**src/rtl/cdt_pulse_player_pkg.sv**
```systemverilog
// Shared definitions for the CDT/TZX tape pulse player: command opcodes,
// FSM states and the command-word layout.
package cdt_pulse_player_pkg;

  localparam int CMD_W = 32;

  typedef enum logic [1:0] {
    OP_PULSE = 2'b00,
    OP_LEVEL = 2'b01,
    OP_PAUSE = 2'b10,
    OP_STOP  = 2'b11
  } op_e;

  typedef enum logic [1:0] {
    ST_IDLE  = 2'd0,
    ST_FETCH = 2'd1,
    ST_COUNT = 2'd2,
    ST_WAIT  = 2'd3
  } state_e;

  function automatic op_e cmd_op(input logic [CMD_W-1:0] word);
    return op_e'(word[CMD_W-1:CMD_W-2]);
  endfunction

endpackage

```
**src/rtl/cdt_cmd_fifo.sv**
```systemverilog
// Small synchronous command FIFO with a fall-through head: rdata_o is valid
// whenever empty_o is low. Push and pop may share a clock, even when full.
module cdt_cmd_fifo #(
  parameter int W  = 32,
  parameter int AW = 1
) (
  input  logic         clk,
  input  logic         reset_n,
  input  logic         push_i,
  input  logic         pop_i,
  input  logic [W-1:0] wdata_i,
  output logic [W-1:0] rdata_o,
  output logic         full_o,
  output logic         empty_o
);

  logic [W-1:0] mem_q [2**AW];
  logic [AW:0]  wr_q;
  logic [AW:0]  rd_q;
  logic         do_push;
  logic         do_pop;

  // Pointers carry one extra wrap bit so full and empty are distinguishable.
  assign empty_o = (wr_q == rd_q);
  assign full_o  = (wr_q[AW] != rd_q[AW]) && (wr_q[AW-1:0] == rd_q[AW-1:0]);
  assign do_pop  = pop_i & ~empty_o;
  assign do_push = push_i & (~full_o | do_pop);
  assign rdata_o = mem_q[rd_q[AW-1:0]];

  // NOTE: the storage array is deliberately not reset; only the pointers are,
  // which is enough to make its contents unreachable after reset.
  always_ff @(posedge clk) begin
    if (do_push) mem_q[wr_q[AW-1:0]] <= wdata_i;
  end

  // NOTE: every flop is updated with <= so all state moves together on the edge.
  always_ff @(posedge clk or negedge reset_n) begin
    if (!reset_n) begin
      wr_q <= '0;
      rd_q <= '0;
    end else begin
      if (do_push) wr_q <= wr_q + {{AW{1'b0}}, 1'b1};
      if (do_pop)  rd_q <= rd_q + {{AW{1'b0}}, 1'b1};
    end
  end

endmodule

```
**src/rtl/cdt_pulse_player.sv**
```systemverilog
// Cassette transmit path: plays timed pulse commands from a CDT loader onto
// tape_in, counting Z80 T-states via an external clock enable.
module cdt_pulse_player
  import cdt_pulse_player_pkg::*;
#(
  parameter int LEN_W   = 24,
  parameter int FIFO_AW = 1
) (
  input  logic             clk,
  input  logic             reset_n,
  input  logic             ce_tstate,
  input  logic             play,
  input  logic             tape_motor,
  input  logic             cmd_valid,
  input  logic [CMD_W-1:0] cmd_data,
  output logic             cmd_ready,
  output logic             tape_in,
  output logic             running,
  output logic             eot,
  output logic             underrun
);

  logic             fifo_full;
  logic             fifo_empty;
  logic             push;
  logic             pop;
  logic [CMD_W-1:0] head;

  state_e           state_q;
  logic [LEN_W-1:0] cnt_q;
  logic             is_pulse_q;
  logic             tape_q;
  logic             eot_q;
  logic             underrun_q;
  logic             play_q;
  logic             ready_q;

  logic             tick;
  logic             expire;
  op_e              head_op;
  logic [LEN_W-1:0] head_len;
  logic [LEN_W-1:0] load_len;
  logic             unused_head;

  cdt_cmd_fifo #(
    .W  (CMD_W),
    .AW (FIFO_AW)
  ) u_fifo (
    .clk     (clk),
    .reset_n (reset_n),
    .push_i  (push),
    .pop_i   (pop),
    .wdata_i (cmd_data),
    .rdata_o (head),
    .full_o  (fifo_full),
    .empty_o (fifo_empty)
  );

  // ready_q keeps cmd_ready low while in reset and for no longer.
  assign cmd_ready   = ready_q & ~fifo_full;
  assign push        = cmd_valid & cmd_ready;
  assign tick        = ce_tstate & play & tape_motor;
  assign expire      = (state_q == ST_COUNT) && tick && (cnt_q == LEN_W'(1));
  assign head_op     = cmd_op(head);
  assign head_len    = head[LEN_W-1:0];
  assign load_len    = (head_len == '0) ? LEN_W'(1) : head_len;
  assign unused_head = ^head[CMD_W-3:LEN_W];

  // The head word is consumed in FETCH, or back-to-back when a count expires.
  assign pop = play & ~fifo_empty & ((state_q == ST_FETCH) | expire);

  assign tape_in  = tape_q;
  assign running  = (state_q == ST_COUNT);
  assign eot      = eot_q;
  assign underrun = underrun_q;

  always_ff @(posedge clk or negedge reset_n) begin
    if (!reset_n) begin
      state_q    <= ST_IDLE;
      cnt_q      <= '0;
      is_pulse_q <= 1'b0;
      tape_q     <= 1'b0;
      eot_q      <= 1'b0;
      underrun_q <= 1'b0;
      play_q     <= 1'b0;
      ready_q    <= 1'b0;
    end else begin
      ready_q <= 1'b1;
      play_q  <= play;
      if (play && !play_q) begin
        eot_q      <= 1'b0;
        underrun_q <= 1'b0;
      end

      case (state_q)
        ST_IDLE:  if (play && !eot_q && !fifo_empty) state_q <= ST_FETCH;
        ST_FETCH: if (play && fifo_empty) state_q <= ST_WAIT;
        ST_COUNT: begin
          if (tick) begin
            if (cnt_q == LEN_W'(1)) begin
              if (is_pulse_q) tape_q <= ~tape_q;
              // A word arriving on the expiry clock is not an underrun.
              if (fifo_empty) begin
                state_q <= ST_WAIT;
                if (!push) underrun_q <= 1'b1;
              end
            end else begin
              cnt_q <= cnt_q - LEN_W'(1);
            end
          end
        end
        ST_WAIT:  if (play && !fifo_empty) state_q <= ST_FETCH;
        default:  state_q <= ST_IDLE;
      endcase

      // Decoding the popped word comes last so it overrides the state moves above.
      if (pop) begin
        case (head_op)
          OP_PULSE, OP_PAUSE: begin
            state_q    <= ST_COUNT;
            cnt_q      <= load_len;
            is_pulse_q <= (head_op == OP_PULSE);
            if (head_op == OP_PAUSE) tape_q <= 1'b0;
          end
          OP_LEVEL: begin
            state_q <= ST_FETCH;
            tape_q  <= head[0];
          end
          OP_STOP: begin
            state_q <= ST_IDLE;
            eot_q   <= 1'b1;
          end
          default: state_q <= ST_IDLE;
        endcase
      end
    end
  end

endmodule

```
**config.mk**
```make
export PLATFORM = sky130hd
export DESIGN_NAME = cdt_pulse_player
export DESIGN_NICKNAME = d
export VERILOG_FILES = /design/src/rtl/cdt_pulse_player_pkg.sv /design/src/rtl/cdt_cmd_fifo.sv /design/src/rtl/cdt_pulse_player.sv
export SDC_FILE = /design/constraint.sdc
export NUM_CORES = 1
export LEC_CHECK = 0
export ABC_CLOCK_PERIOD_IN_PS = 5390
export CAP_MARGIN = 15
export CORE_ASPECT_RATIO = 2
export CORE_MARGIN = 2
export CORE_UTILIZATION = 35
export DETAILED_ROUTE_END_ITERATION = 8
export MAX_ROUTING_LAYER = met4
export PLACE_DENSITY = 0.54
export SLEW_MARGIN = 15
export SYNTH_ARGS = -nofsm -noshare
export SYNTH_HDL_FRONTEND = slang
export SYNTH_HIERARCHICAL = 1
export SYNTH_SLANG_ARGS = --single-unit
```
**constraint.sdc**
```tcl
create_clock -name clk -period 5.39 [get_ports clk]
set_input_delay 1.078 -clock clk [delete_from_list [all_inputs] [get_ports clk]]
set_output_delay 1.078 -clock clk [all_outputs]
set_load 0.01 [all_outputs]
```
==> results_dict.tcl <==
set metrics [dict create \
    status "completed" \
    cpLargestDelayFamily "simple AND/OR/NAND/NOR gates" \
    leakage_nw 1.80 \
    rr_endpoint "cnt_q[0]" \
    n_antenna_cell 0 \
    die_height_um 158 \
    crit_start "play" \
    clk_pin_slew_ps 60 \
    r2r-start "state_q[0]" \
    die_w_um 81.0 \
    synthCells 320 \
    clk_path_buf_depth 2 \
    syn_to_final_growth_pct 20.7 \
    drtIter0Drc 122 \
    wl_per_cell_um 16.0 \
    ir_drop_v 0.000282 \
    hold_viol 0 \
    highest_layer "met4" \
    worstMarginPinSlew_ps 832 \
    clockRootBuffer "clkbuf_16" \
    post-place-cells 497 \
    finalInstanceArea_um2 5000 \
    criticalPathCategory "in2reg" \
    dr.pass1.iters 4 \
    arrival_ps 3820 \
    coreArea_um2 11600 \
    cts_tree "done" \
    port_buffers 36 \
    slew_violations 0 \
    synth_fp_nets 364 \
    grt_usage_pct 14.5 \
    worstPathMaxFanout 22 \
    gr-total-overflow 0 \
    endpoint "cnt_q[0]" \
    grt_max_degree 37 \
    reg2regPathDepth 8 \
    rsz0062_at_grt "no" \
    cp_slowest_stage_delay_ps 700 \
    cp_num_cells 7 \
    ant_nets 0 \
    hold_path.class "reg2reg" \
    yosysWarnings 6 \
    placed_area_um2 4670 \
    drt-met1-wl_um 3410 \
    grt_first_pass_wirelength_um 13600 \
    routed-via-count 2629 \
    startpoint_type "input pin" \
    cap_viol_max_count 0 \
    postCtsSetupBuffers 0 \
    setup_viol 0 \
    nets 407 \
    r2r_slack_ps 2340 \
    finalCriticalPeriod_ps 3650 \
    finalCritPeriodShare_pct 67.8 \
    max_freq_ghz 0.274 \
    start_util_pct 35.6 \
    fill_cells 1130 \
    ctsHoldBuffers 0 \
    h-tree-depth 3 \
    drive_above_1_share_pct 17.4 \
    drc 0 \
    gp_congestion 0.772 \
    required_ps 5560 \
    routed_wl_um 8230 \
    dieArea_um2 12800 \
    antenna_found_initial 0 \
    grt_pass1_vias 2669 \
    tns_ps 0 \
    route.met3.wl_um 183 \
    worstHoldPathCells 2 \
    cts-resized-gates 0 \
    syn_avg_cell_area_um2 13.0 \
    fp-row-count 56 \
    end_kind "register" \
    fin_cells 513 \
    clk_latency_ps 330 \
    syn-cell-area_um2 4150 \
    fin_skew_ps 8.88 \
    critPathSlowestCell "or3_1" \
    path_buf_inv 1 \
    viasPerCell 5.12 \
    io_pins 43 \
    powerDensity_nw_per_um2 516 \
    cts_buffers 9 \
    hpwlAfterDp_um 5920 \
    wl_met2_um 4430 \
    cts.sinks 88 \
    cp_cell_sequence "clkdlybuf4s50_1 -> and4_1 -> nand2_1 -> o31a_1 -> or3_1 -> a31oi_4 -> a22oi_1" \
    max_slew_margin_pct 44.6 \
]
-- routing by layer --
| metal | up-vias | GRT usage (%) |
|---|---|---|
| met4 | 0 | 6.38 |
| met1 | 1296 | 16.5 |
| met5 | - | - |
| met3 | 11 | 2.39 |
| li1 | 1283 | - |
| met2 | 39 | 24.8 |
-- tightest hold or removal path, delay by kind of cell (launching register included) --
family	cells	cell delay [ps]
DFF	1	340
and+or+nand+nor	2	100
-- metrics by stage --
stage | util [%] | hold slack (ps) | power (mW) | setup slack (ps)
2_1_floorplan | - | 449 | 1.70 | 826
3_3_place_gp | 40.2 | 456 | 1.90 | 1380
3_5_place_dp | 40.2 | 456 | 1.92 | 1390
4_1_cts | 43.0 | 470 | 2.61 | 1730
5_1_grt | 43.0 | 521 | 2.74 | 1530
6_report | 43.0 | 466 | 2.58 | 1740
-- flip-flops by register name (all words and copies together), names as in the netlist --
register,count
cnt_q,24
eot,1
is_pulse_q,1
play_q,1
ready_q,1
state_q,2
tape_in,1
u_fifo/mem_q,52
u_fifo/rd_q,2
u_fifo/wr_q,2
underrun,1
-- worst min path at each step --
stage | start | endpoint | slack, ps
after floorplan | is_pulse_q | is_pulse_q | 450
after global placement | underrun | underrun | 460
after detailed placement | underrun | underrun | 460
after CTS | underrun | underrun | 470
after global routing | underrun | underrun | 520
final | underrun | underrun | 470
-- where the power goes --
part,switching (mW),total [mW],internal [mW]
Clock,0.244,0.675,0.430
Combinational,0.440,0.833,0.394
Sequential,0.163,1.08,0.913
Total,0.847,2.58,1.74
-- cell usage in the layout, fill, tap and decap left out, drive strengths merged, types with 4 or more instances in the layout --
master	instances
a22o	9
clkdlybuf4s50	36
mux2	29
dfrtp	36
inv	9
xor2	6
nand2	14
buf	7
nor2	28
nor3	8
ha	6
edfxtp	52
clkbuf	11
a31oi	4
nor4	21
nand4	4
nand2b	4
xnor2	19
o21ai	6
a21oi	18
-- final cells by class --
type	instances	area (µm²)	share of cell area (%)
clock inverters	5	78.8	1.57
clock buffers	11	253	5.05
flip-flops and latches	88	2460	49.2
well taps	145	181	3.62
repair buffers	43	413	8.25
multi-input cells	212	1580	31.6
inverters	9	33.8	0.675
Power figures use the tool's default switching activity.
